==> src/rtl/ifu_pkg.sv <==
// ifu_pkg: shared definitions for the instruction fetch unit.
//   state_e  : fetch/issue FSM encoding
//   PC_STEP  : sequential PC increment in bytes
//   OP_*     : MIPS primary opcode values seen in the opcode field
package ifu_pkg;

   typedef enum logic {
      FETCH = 1'b0,
      ISSUE = 1'b1
   } state_e;

   localparam logic [31:0] PC_STEP  = 32'd4;

   localparam logic [5:0]  OP_RTYPE = 6'h00;
   localparam logic [5:0]  OP_BEQ   = 6'h04;
   localparam logic [5:0]  OP_ORI   = 6'h0d;
   localparam logic [5:0]  OP_LUI   = 6'h0f;
   localparam logic [5:0]  OP_LW    = 6'h23;
   localparam logic [5:0]  OP_SW    = 6'h2b;

endpackage

==> src/rtl/ifu_npc.sv <==
// npc: combinational next-PC calculation.
//   pc      in  : address of the instruction being retired
//   imm16   in  : branch offset in words (signed)
//   nPC_sel in  : instruction is a branch
//   zero    in  : ALU zero flag; branch is taken only when set
//   next_pc out : pc + 4, or pc + 4 + (sext(imm16) << 2) for a taken branch
// All arithmetic is 32-bit and wraps silently.
module npc
   import ifu_pkg::*;
(
   input  logic [31:0] pc,
   input  logic [15:0] imm16,
   input  logic        nPC_sel,
   input  logic        zero,
   output logic [31:0] next_pc
);

   logic [31:0] offset;

   always_comb begin
      offset = '0;
      if (nPC_sel && zero) begin
         offset = {{14{imm16[15]}}, imm16, 2'b00};
      end
      next_pc = pc + PC_STEP + offset;
   end

endmodule

==> src/rtl/ifu.sv <==
// ifu: two-state instruction fetch unit.
//   FETCH: imem_req high with imem_addr = pc until imem_ack; imem_rdata is
//          captured into the instruction register on the ack cycle.
//   ISSUE: instr_valid high, instruction register frozen until exec_done;
//          then pc advances via npc and retired increments.
// Handshake: a fetch completes in any cycle where imem_req && imem_ack (ack may
// arrive in the very cycle req rises); an issue completes in any cycle where
// instr_valid && exec_done. imem_ack outside FETCH and exec_done outside ISSUE
// are ignored.
// Ports:
//   clk, reset            : clock, synchronous active-high reset
//   imem_req/addr/ack/rdata : instruction memory interface
//   nPC_sel, zero, exec_done : branch control and completion from datapath
//   instr_valid, instr, opcode/funct/rs/rt/rd/imm16 : issued instruction
//   pc, retired           : current instruction address, retire count
//   dbg_state_o           : current FSM state
module ifu
   import ifu_pkg::*;
#(
   parameter logic [31:0] PC_RESET = 32'h0000_3000
)(
   input  logic        clk,
   input  logic        reset,
   output logic        imem_req,
   output logic [31:0] imem_addr,
   input  logic        imem_ack,
   input  logic [31:0] imem_rdata,
   input  logic        nPC_sel,
   input  logic        zero,
   input  logic        exec_done,
   output logic        instr_valid,
   output logic [31:0] instr,
   output logic [5:0]  opcode,
   output logic [5:0]  funct,
   output logic [4:0]  rs,
   output logic [4:0]  rt,
   output logic [4:0]  rd,
   output logic [15:0] imm16,
   output logic [31:0] pc,
   output logic [31:0] retired,
   output state_e      dbg_state_o
);

   state_e      state_q;
   logic [31:0] pc_q;
   logic [31:0] instr_q;
   logic [31:0] retired_q;
   logic [31:0] pc_d;

   npc u_npc (
      .pc      (pc_q),
      .imm16   (instr_q[15:0]),
      .nPC_sel (nPC_sel),
      .zero    (zero),
      .next_pc (pc_d)
   );

   always_ff @(posedge clk) begin
      if (reset) begin
         state_q   <= FETCH;
         pc_q      <= PC_RESET;
         instr_q   <= '0;
         retired_q <= '0;
      end else begin
         case (state_q)
            FETCH: begin
               if (imem_ack) begin
                  instr_q <= imem_rdata;
                  state_q <= ISSUE;
               end
            end
            ISSUE: begin
               if (exec_done) begin
                  pc_q      <= pc_d;
                  retired_q <= retired_q + 32'd1;
                  state_q   <= FETCH;
               end
            end
            default: state_q <= FETCH;
         endcase
      end
   end

   // Gated by reset so the bus is quiet for the whole reset cycle, before the
   // state register itself has been cleared.
   assign imem_req    = (state_q == FETCH) && !reset;
   assign instr_valid = (state_q == ISSUE) && !reset;
   assign imem_addr   = pc_q;

   assign instr   = instr_q;
   assign opcode  = instr_q[31:26];
   assign rs      = instr_q[25:21];
   assign rt      = instr_q[20:16];
   assign rd      = instr_q[15:11];
   assign funct   = instr_q[5:0];
   assign imm16   = instr_q[15:0];
   assign pc      = pc_q;
   assign retired = retired_q;

   assign dbg_state_o = state_q;

endmodule
==> config.mk <==
export PLATFORM = sky130hd
export DESIGN_NAME = ifu
export DESIGN_NICKNAME = d
export VERILOG_FILES = /design/src/rtl/ifu_pkg.sv /design/src/rtl/ifu_npc.sv /design/src/rtl/ifu.sv
export SDC_FILE = /design/constraint.sdc
export NUM_CORES = 1
export LEC_CHECK = 0
export ABC_AREA = 1
export BUFFER_PORTS_ARGS = -buffer_cell sky130_fd_sc_hd__buf_2
export CAP_MARGIN = 20
export CORE_MARGIN = 1
export CORE_UTILIZATION = 34
export DETAILED_ROUTE_END_ITERATION = 8
export HOLD_SLACK_MARGIN = 0.12
export PLACE_DENSITY = 0.68
export SLEW_MARGIN = 20
export SYNTH_ARGS = -nofsm -noshare
export SYNTH_HDL_FRONTEND = slang
export SYNTH_HIERARCHICAL = 1
export SYNTH_SLANG_ARGS = --single-unit
==> constraint.sdc <==
create_clock -name clk -period 2.4 [get_ports clk]
set_input_delay 0.12 -clock clk [delete_from_list [all_inputs] [get_ports clk]]
set_output_delay 0.12 -clock clk [all_outputs]
set_load 0.05 [all_outputs]
* Yosys cells after proc, flatten, opt, wreduce, memory -nomap -nowiden
Index checks and enable logic that the tools add are counted.
Storage, ports and cells: register bits after elaboration 97, input bits 38, word-level logic and storage cells 18
Operators by class: add/sub/neg operators 3, mux-type cells 4, bitwise operators 1, reductions and logical operators 6
Operators by type and width (count):
- adder 32 x 1 -> 32 bit, second input constant | 1
- adder 32 x 3 -> 32 bit, second input constant | 1
- adder 32 bit | 1
- 2-to-1 mux 32 bit | 1
- AND reduction 2 bit | 2
- logical AND 1 bit | 3
- 2-to-1 mux 1 bit | 2
- case mux 1 bit (2 select lines) | 1
- logical NOT 1 bit | 1
- inverter 1 bit | 1

* Depth between registers and ports, before layout
Gate-level depths: netlist of the first run.
word-level depth 3, mapped depth 18, mapped depth without buffers 17

* By module
Netlist of the first run, hierarchy kept.
Modules (own cells, without submodules):
- ifu | instances 1, cells each 642, area an instance 4565.6 um^2, sequential area each 1941.9 um^2
- npc | instances 1, cells each 539, area an instance 2685.1 um^2, sequential area each 0.0 um^2

* Worst setup path before layout of the first run
Ideal clock, no wire load.
path type reg-to-reg, start point reg instr_q[1], in the netlist instr[1], end point reg pc_q[31], in the netlist imem_addr[31], setup time 116 ps, data arrival time 2547 ps, required time 2284 ps, path slack -262 ps, stages on the path, launching flop included 16, path buffers 0, period minus slack after synthesis 2662 ps, cell sequence dfxtp_1 inv_1 nor2_1 ha_1 ha_1 fa_1 nand3_1 nand3_1 nand3_1 nand3_1 nand2_1 nand2_1 nand2_1 nand2_1 o21ai_0 nor2_1
On the way: cells in the longest elaborated chain, start to end 2
Ends and longest elaborated chain:
- start: declaration | line ifu.sv:46 | logic [31:0] instr_q;
- start signal: assignment | line ifu.sv:68 | instr_q <= imem_rdata;
- 2-to-1 mux 32 bit | line ifu_npc.sv:22 | if (nPC_sel && zero) begin
- adder 32 bit | line ifu_npc.sv:25 | next_pc = pc + PC_STEP + offset;
- net pc_d[31] | line ifu.sv:48 | logic [31:0] pc_d;
- end signal: assignment | line ifu.sv:74 | pc_q <= pc_d;
- end: declaration | line ifu.sv:45 | logic [31:0] pc_q;
The timed path passes the listed nets, and every way through them passes these cells. A chain may end at the register's enable or synchronous reset.

* Worst setup path in the final report of the first run
start point reg instr_q[15], in the netlist instr[15], end point reg pc_q[26], in the netlist imem_addr[26]
Same word-level chain as after synthesis.

==> summary.txt, run 1 <==
Clocking
  • Sink Count: 97
  • Clk root buf: clkbuf_16
  • Cts bufs inserted: 9
  • CTS clk-pin slew, worst paths: ~0.08 ns
  • Worst skew pair latency: about 0.36 ns
  • H-tree depth: 3
  • CTS tree: yes
  • Clk buf depth: 2

Pwr
  • Switching power: 1870 µW
  • Peak supply drop: 0.312 mV
  • Combinational power share: about a third
  • Power share of the clock group: 31.1%
  • Pwr dens: just under 500 nW/µm²
  • Total power: 4780 µW
  • Leak Pwr: 0.00533 µW
  • Flop pwr share: 37.2%
  • Pint: 2900 µW
  • Switch share: between 30% and 40%

Worst hold path
  • HP Start: exec_done
  • Worst hold path type: in2reg
  • Hold Path End: retired[0]$_SDFFE_PP0P_
  • Hold Path Stages: 4

Worst setup path
  • Reg-to-reg slack, setup: 0.10 ns
  • Crit path capture type: flop
  • Worst-path fanout max: 7
  • Critical path arrival: 2.54 ns
  • Reg2reg end: imem_addr[26]$_SDFFE_PP0P_
  • CP Class: reg2reg
  • CP Data Required Time: about 2.7 ns
  • Critical R2R Launch: instr[15]$_SDFFE_PP0P_
  • R2R depth: 14
  • Critical Path Source Type: flop

Timing
  • Fin Clk Skew: 0.0133 ns
  • Relative slew slack: 65.7%
  • Minimum clock period: 2.30 ns
  • Period Utilization, post-route: a little over nine tenths
  • Max frequency: ~430 MHz
  • Setup WS post-layout: between 0.1 and 0.15 ns
  • RSZ-0062 raised after global routing: yes
  • Final Max Tran Viols: 0
  • Final hold violations: 0
  • Measured slew at the worst slew-check pin: roughly 0.51 ns
  • Final setup viols: 0

Global routing
  • Total gr overflow: 0
  • Largest net degree at the start of global routing: 44
  • Vias in the first global route: 7111
  • Initial antenna violation count: 0
  • First-pass GRT wire length: between 30 and 40 mm
  • Gr usage total: 19.9%

Route
  • WL final: 21.9 mm
  • 1st-iter DRT viols: 521
  • Routed vias/inst: 4.61
  • Antenna viol nets, final: 0
  • Drt first pass iters: 5
  • Vias: slightly below 8000
  • Routed wire length per instance: 13.0 µm
  • Drt drc: 0

Floorplanning
  • Die ar.: between 20000 and 25000 µm²
  • Die height: 148 µm
  • Chip Width: 148 µm
  • Rows: 53
  • Core Region: roughly 21000 µm²
  • I/O Pins: about 210
  • Initial Util: 34.6%

Placement
  • Post-DP HPWL: 16.3 mm
  • Worst slack at placement: -0.189 ns
  • IO buf count: between 200 and 250
  • Placer Congestion: just over 0.9

Synth
  • Sequential fraction of the synthesis area: around 27%
  • Post-synthesis cell count: 1181
  • Compound-gate portion of the synthesized area: 7.56%
  • Avg Cell Area, Syn: 6.14 µm²
  • Count of cell types in the netlist: 31
  • Largest family of logic cells by synthesized area: simple AND/OR/NAND/NOR gates
  • Synthesized flop and latch total: 97
  • Synthesized area: roughly 7300 µm²
  • Synth Area in XOR/XNOR: 4.09%
  • Post-synthesis adder-cell area fraction: 7.87%
  • Simple-gate area share of the yosys netlist: a little over a third
  • Total nets after synthesis: 1264
  • Ys Warns: 6
  • Post-synthesis mux area share: 0%

Cells and area
  • Filler cell count: 2148
  • Area growth syn-to-layout: 33.1%
  • Fin nets: 1490
  • Finished Core Util: a little under half
  • Share of cells above drive strength 1: between 20% and 30%
  • Diodes inserted: 0

Status
  • Status: finished, final reports clean

Job
  • Max-cap violations: 0
-- logic make-up (layout without fill, tap and decap cells) --
group           count (synthesis)  after routing
fa+ha+maj                      45             45
simple gates                  625            625
flops                          97             97
compound gates                107            107
xor+xnor                       33             33
buf+inv                       274            505
-- routing by layer --
metal	routed length, µm	global-route usage, %	share of wire [%]
met1	10200	26.1	47
met2	10200	33.8	47
met3	1100	2.53	5.0
met4	376	6.08	1.7
met5	0	0	0
-- worst max-delay path, cell delays in order, from the launching register on --
cell	delay (ns)
dfxtp_4	0.35
inv_2	0.09
nor2_8	0.05
buf_12	0.14
xor2_1	0.14
ha_1	0.39
nand2_2	0.10
nor2_1	0.22
nand2_1	0.11
nor2_1	0.11
nand2_1	0.09
nand4_1	0.10
nand2_1	0.08
o21ai_0	0.17
nor2_1	0.05
-- synth_stat cells, drive strengths merged --
| cell | instances | area, µm² |
|---|---|---|
| buf | 85 | 633 |
| inv | 169 | 634 |
| ha | 44 | 551 |
| fa | 1 | 20.0 |
| o21a | 1 | 7.51 |
| dfxtp | 97 | 1940 |
| clkbuf | 19 | 71.3 |
| nand4 | 13 | 81.3 |
| or2 | 1 | 8.76 |
| a21oi | 30 | 150 |
| a21o | 2 | 15.0 |
| xor2 | 31 | 272 |
| o21ai | 72 | 360 |
| nor2 | 263 | 1050 |
| nor3 | 2 | 10.0 |
| xnor2 | 2 | 25.0 |
| nand2 | 283 | 1070 |
| a211oi | 1 | 7.51 |
| nand3 | 62 | 325 |
| clkinv | 1 | 3.75 |
| o21bai | 1 | 7.51 |
| nor3b | 1 | 7.51 |
-- registers in the layout, summed over array words and instances, names as in the netlist --
signal / flops
dbg_state_o: 1
imem_addr: 32
instr: 32
retired: 32
-- cell type report --
| class | instances | area, µm² | area share (%) |
|---|---|---|---|
| Timing Repair Buffer | 319 | 2010 | 20.8 |
| Sequential cell | 97 | 1960 | 20.3 |
| Multi-Input combinational cell | 810 | 4400 | 45.6 |
| Clock buffer | 10 | 239 | 2.48 |
| Tap cell | 275 | 344 | 3.57 |
| Inverter | 170 | 641 | 6.64 |
| Clock inverter | 6 | 62.6 | 0.648 |
-- power groups by stage --
| stage | clock network [µW] | registers [µW] | logic (µW) |
|---|---|---|---|
| 3_3_place_gp | 0 | 1810 | 1370 |
| 4_1_cts | 1540 | 1780 | 1420 |
| 5_1_grt | 1590 | 1790 | 1620 |
| 2_1_floorplan | 0 | 2090 | 824 |
| 6_report | 1490 | 1780 | 1510 |
| 3_5_place_dp | 0 | 1810 | 1370 |
-- layout by cell type (no fill, tap or decap), drive strengths merged, types with 5 or more instances in the layout --
cell,synthesis,final
nand2,283,283
o21ai,72,72
ha,44,44
buf,85,284
nand4,13,13
xor2,31,31
nor2,263,263
a21oi,30,30
nand3,62,62
dlygate4sd3,0,35
clkbuf,19,10
inv,169,171
clkinv,1,5
dfxtp,97,97
-- repair_timing --
item	in CTS	in global routing
endpoints found under the setup margin	11	22
hold buffers	35	0
resized for setup	8	105
pin swaps	1	21
hold endpoints to repair	39	0
setup buffers	0	7
-- metrics by stage --
| step | instance area, µm² | hold slack [ns] | TNS [ns] | cells |
|---|---|---|---|---|
| floorplan | 7260 | 0.254 | -0.000586 | 1181 |
| global placement | 8510 | 0.341 | -1.21 | 1629 |
| detailed placement | 8510 | 0.347 | -1.24 | 1629 |
| CTS | 9190 | 0.333 | -0.00354 | 1680 |
| global route | 9650 | 0.362 | -0.0819 | 1687 |
| finish | 9650 | 0.317 | 0 | 1687 |
-- how the worst max path moves through the flow --
stage               cells past startpoint                   start  slack (ns)                          to
global placement                       16                 nPC_sel       -0.19  imem_addr[23]$_SDFFE_PP0P_
detailed placement                     16                 nPC_sel       -0.19  imem_addr[23]$_SDFFE_PP0P_
finish                                 14  instr[15]$_SDFFE_PP0P_        0.10  imem_addr[26]$_SDFFE_PP0P_
global route                           15   instr[1]$_SDFFE_PP0P_       -0.03  imem_addr[31]$_SDFFE_PP0P_
floorplan                              15   instr[1]$_SDFFE_PP0P_     -0.0006  imem_addr[31]$_SDFFE_PP0P_
CTS                                    13   instr[8]$_SDFFE_PP0P_      -0.004  imem_addr[28]$_SDFFE_PP0P_
Power figures use the tool's default switching activity.
==> run 2: changes to the inputs <==
- PLACE_DENSITY: 0.68 -> 0.69
- SYNTH_HIERARCHICAL: 1 -> default
- clock period: 2.4 -> 2 ns (I/O delays scaled with it)
==> summary.txt, run 2 <==
Worst setup path
  • Slowest stage delay, CP: 0.36 ns (-0.03 ns)
  • Critical Path Source Type: flop
  • CP Data Required Time: 2.27 ns (-0.38 ns)
  • Critical-path cell list: inv_4 -> nor2_4 -> clkinvlp_4 -> buf_8 -> nor2_4 -> ha_4 -> nand2_2 -> nand2_2 -> nand2_1 -> nand2_2 -> buf_4 -> nand2_2 -> nand2_1 -> a21oi_2 -> nand2_1 -> nand2_1 -> nand3_1 -> nand2_1 -> inv_1
  • CP Class: reg2reg
  • Critical R2R Launch: instr[15]$_SDFFE_PP0P_
  • Crit path capture type: flop
  • Critical path arrival: 2.63 ns (+0.09 ns)
  • Worst-path fanout max: 4 (-3)
  • Reg-to-reg slack, setup: -0.36 ns (-0.46 ns)
  • CP max-delay cell: dfxtp_4
  • Reg2reg end: imem_addr[28]$_SDFFE_PP0P_
  • Kind of cell adding the most delay to the critical path: simple AND/OR/NAND/NOR gates
  • CP dominant cell by count: nand2_1
  • WP buf/inv: 5 (+3)
  • R2R depth: 19 (+5)

Pwr
  • Pwr dens: 530 nW/µm² (+7.1%)
  • Peak supply drop: 0.434 mV (+39%)
  • Switching power: 2270 µW (+21%)
  • Total power: 5740 µW (+20%)
  • Leak Pwr: 0.00554 µW (+4.0%)
  • Pint: 3470 µW (+20%)
  • Power share of the clock group: 30.7% (-0.4 points)
  • Combinational power share: 33.4% (+1.7 points)
  • Switch share: 39.5% (+0.26 points)
  • Flop pwr share: 35.9% (-1.3 points)

Timing
  • Period Utilization, post-route: 118% (+22 points)
  • RSZ-0062 raised after global routing: yes
  • Relative slew slack: 59.7% (-6.0 points)
  • Final Max Tran Viols: 0 (unchanged)
  • Hold_ws: 0.174 ns (-0.144 ns)
  • Setup WS post-layout: -0.359 ns (-0.459 ns)
  • Final setup viols: 24 (+24)
  • Final hold violations: 0 (unchanged)
  • Fin Clk Skew: 0.00859 ns (-0.00475 ns)
  • Max frequency: 424 MHz (-2.5%)
  • Measured slew at the worst slew-check pin: 0.604 ns (+0.0901 ns)
  • Minimum clock period: 2.36 ns (+0.0594 ns)

Global routing
  • Gr usage total: 20.5% (+0.61 points)
  • Largest net degree at the start of global routing: 45 (+2.3%)
  • First-pass GRT wire length: 35.8 mm (+2.7%)
  • Total gr overflow: 0 (unchanged)
  • Initial antenna violation count: 0 (unchanged)
  • Vias in the first global route: 7488 (+5.3%)

Synth
  • Synthesized flop and latch total: 95 (-2.1%)
  • Asr flop ratio synth: 0% (unchanged)
  • Ys Warns: 0 (-6)
  • Avg Cell Area, Syn: 6.15 µm² (+0.11%)
  • Cell with the most instances after synthesis: nand2_1
  • Post-synth EDFFs: 0 (unchanged)
  • Yosys top cell by area: dfxtp_1
  • Share of the synthesized area in the top cell type: 26.4% (-0.38 points)
  • Main synth FF type: dfxtp_1
  • Count of cell types in the netlist: 35 (+13%)
  • Post-synthesis cell count: 1172 (-0.76%)
  • Main area contributors after synthesis: dfxtp_1, nand2_1, inv_1
  • Synth top cells by count: nand2_1, inv_1, nor2_1, dfxtp_1, buf_4
  • Synthesized area: 7200 µm² (-0.66%)
  • Sequential fraction of the synthesis area: 26.4% (-0.38 points)

Route
  • Drt first pass iters: 5 (unchanged)
  • WL final: 23.4 mm (+6.7%)
  • Vias: 8040 (+3.4%)
  • Drt drc: 0 (unchanged)
  • Routed wire length per instance: 13.6 µm (+4.5%)
  • Wl on met1: 9.82 mm (-3.9%)
  • Uppermost layer routed: met4
  • Routed vias/inst: 4.67 (+1.3%)
  • Antenna viol nets, final: 0 (unchanged)
  • WL met2: 11.7 mm (+15%)
  • 1st-iter DRT viols: 351 (-33%)
  • Met3 wire length: 1.19 mm (+7.9%)

Floorplanning
  • Rows: 52 (-1.9%)
  • Die ar.: 21800 µm² (-0.64%)
  • Chip Width: 148 µm (-0.32%)
  • Initial Util: 35.1% (+0.55 points)
  • Die height: 148 µm (-0.32%)
  • I/O Pins: 212 (unchanged)
  • Core Region: 20500 µm² (-2.2%)

Cells and area
  • Most common cell after layout, fill and taps aside: nand2_1
  • Most frequent cells in the layout: nand2_1, buf_2, inv_1
  • Fin nets: 1532 (+2.8%)
  • Filler cell count: 1911 (-11%)
  • Area growth syn-to-layout: 50.4%
  • Finished Layout Cells: 1722 (+2.1%)
  • Finished Core Util: 52.9% (+6.8 points)
  • Diodes inserted: 0 (unchanged)
  • Share of cells above drive strength 1: 43.0% (+14 points)

Job
  • Max-cap violations: 0 (unchanged)

Clocking
  • Cts bufs inserted: 9 (unchanged)
  • H-tree depth: 3 (unchanged)
  • CTS clk-pin slew, worst paths: 0.08 ns (about the same)
  • Clk buf depth: 2 (unchanged)
  • Sink Count: 95 (-2.1%)
  • Clk root buf: clkbuf_16
  • CTS tree: yes
  • Worst skew pair latency: 0.36 ns (about the same)

Placement
  • Placer Congestion: 0.937 (+3.3%)
  • Placed insts: 1655 (+1.6%)
  • Post-DP HPWL: 16.6 mm (+1.4%)
  • IO buf count: 207 (-1.9%)

Worst hold path
  • Hold Path End: retired[29]$_SDFFE_PP0P_
  • Hold Path Stages: 4 (unchanged)
  • Worst hold path type: in2reg
  • HP Start: exec_done

Status
  • Failing checks: negative setup slack
  • Status: finished with violations
## run 2: cell count changes in the layout (fill, tap and decap cells not counted), sizes merged, moves of 10 or more
| cell | delta |
|---|---|
| nor3 | +13 |
| buf | +47 |
| nor2 | -95 |
| nand2 | +28 |
| a21oi | +40 |
| o21ai | -10 |
| inv | +22 |
## run 2: worst max-delay path by stage
stage / start / end / cells past startpoint
after floorplan: instr[1]$_SDFFE_PP0P_ / imem_addr[17]$_SDFFE_PP0P_ / 15
after global placement: instr[15]$_SDFFE_PP0P_ / imem_addr[29]$_SDFFE_PP0P_ / 15
after detailed placement: instr[15]$_SDFFE_PP0P_ / imem_addr[29]$_SDFFE_PP0P_ / 15
after CTS: instr[15]$_SDFFE_PP0P_ / imem_addr[19]$_SDFFE_PP0P_ / 14
after global routing: instr[15]$_SDFFE_PP0P_ / imem_addr[25]$_SDFFE_PP0P_ / 15
final: instr[15]$_SDFFE_PP0P_ / imem_addr[28]$_SDFFE_PP0P_ / 19
## run 2: worst register-to-register path: stages, from the launching register on
cell and delay, ns:
dfxtp_4 0.36, inv_4 0.04, nor2_4 0.20, clkinvlp_4 0.22, buf_8 0.19, nor2_4 0.11
ha_4 0.23, nand2_2 0.07, nand2_2 0.06, nand2_1 0.07, nand2_2 0.06, buf_4 0.13
nand2_2 0.05, nand2_1 0.06, a21oi_2 0.14, nand2_1 0.07, nand2_1 0.05, nand3_1 0.06
nand2_1 0.08, inv_1 0.03
## run 2: logic make-up (layout without fill, tap and decap cells)
family | Yosys count | count (layout) | synth area share (%)
xor gates and xnor gates | 26 | 26 | 3.16
adders and majority gates | 47 | 47 | 8.27
and+or+nand+nor | 569 | 569 | 32.8
other | 1 | 4 | 0.0521
buffers and inverters | 294 | 571 | 19.4
AOI/OAI and AO/OA | 140 | 140 | 9.94
DFF | 95 | 95 | 26.4
## run 2: area by class of cell
cell class              instances  area [µm²]  share of cell area (%)
clock buffers                   9         225                    2.08
clock inverters                 7        72.6                   0.670
inverters                     191         732                    6.76
multi-input cells             786        5100                    47.1
flip-flops and latches         95        1980                    18.3
well taps                     270         338                    3.12
repair buffers                364        2380                    22.0
## run 2: power by group through the flow
stage	registers, µW	logic [µW]	clock network [µW]
finish	2060	1920	1760
global route	2080	2030	1880
CTS	2060	1830	1810
detailed placement	2100	1680	0
global placement	2090	1670	0
floorplan	2430	994	0
## run 2: timing repair
| action | in CTS | in global routing |
|---|---|---|
| pin swaps | 73 | 79 |
| setup endpoints to repair | 40 | 26 |
| setup buffers | 14 | 7 |
| gates resized for setup | 113 | 153 |
| endpoints found under the hold margin | 33 | 0 |
| hold buffers | 33 | 0 |
## run 2: routing by layer
metal  GRT usage (%)  up-vias
met5               0        -
met4            7.32        0
met3            3.67       42
met2            36.9      233
met1            24.2     3687
li1                -     4078
## run 2: through the flow
stage          setup slack [ns]  setup TNS (ns)  instance area [µm²]
6_report                 -0.359           -5.15                10800
5_1_grt                  -0.505           -8.12                10800
4_1_cts                  -0.314           -4.82                10300
3_5_place_dp             -0.466           -8.20                 9050
3_3_place_gp             -0.467           -7.52                 9050
2_1_floorplan            -0.127           -1.29                 7560
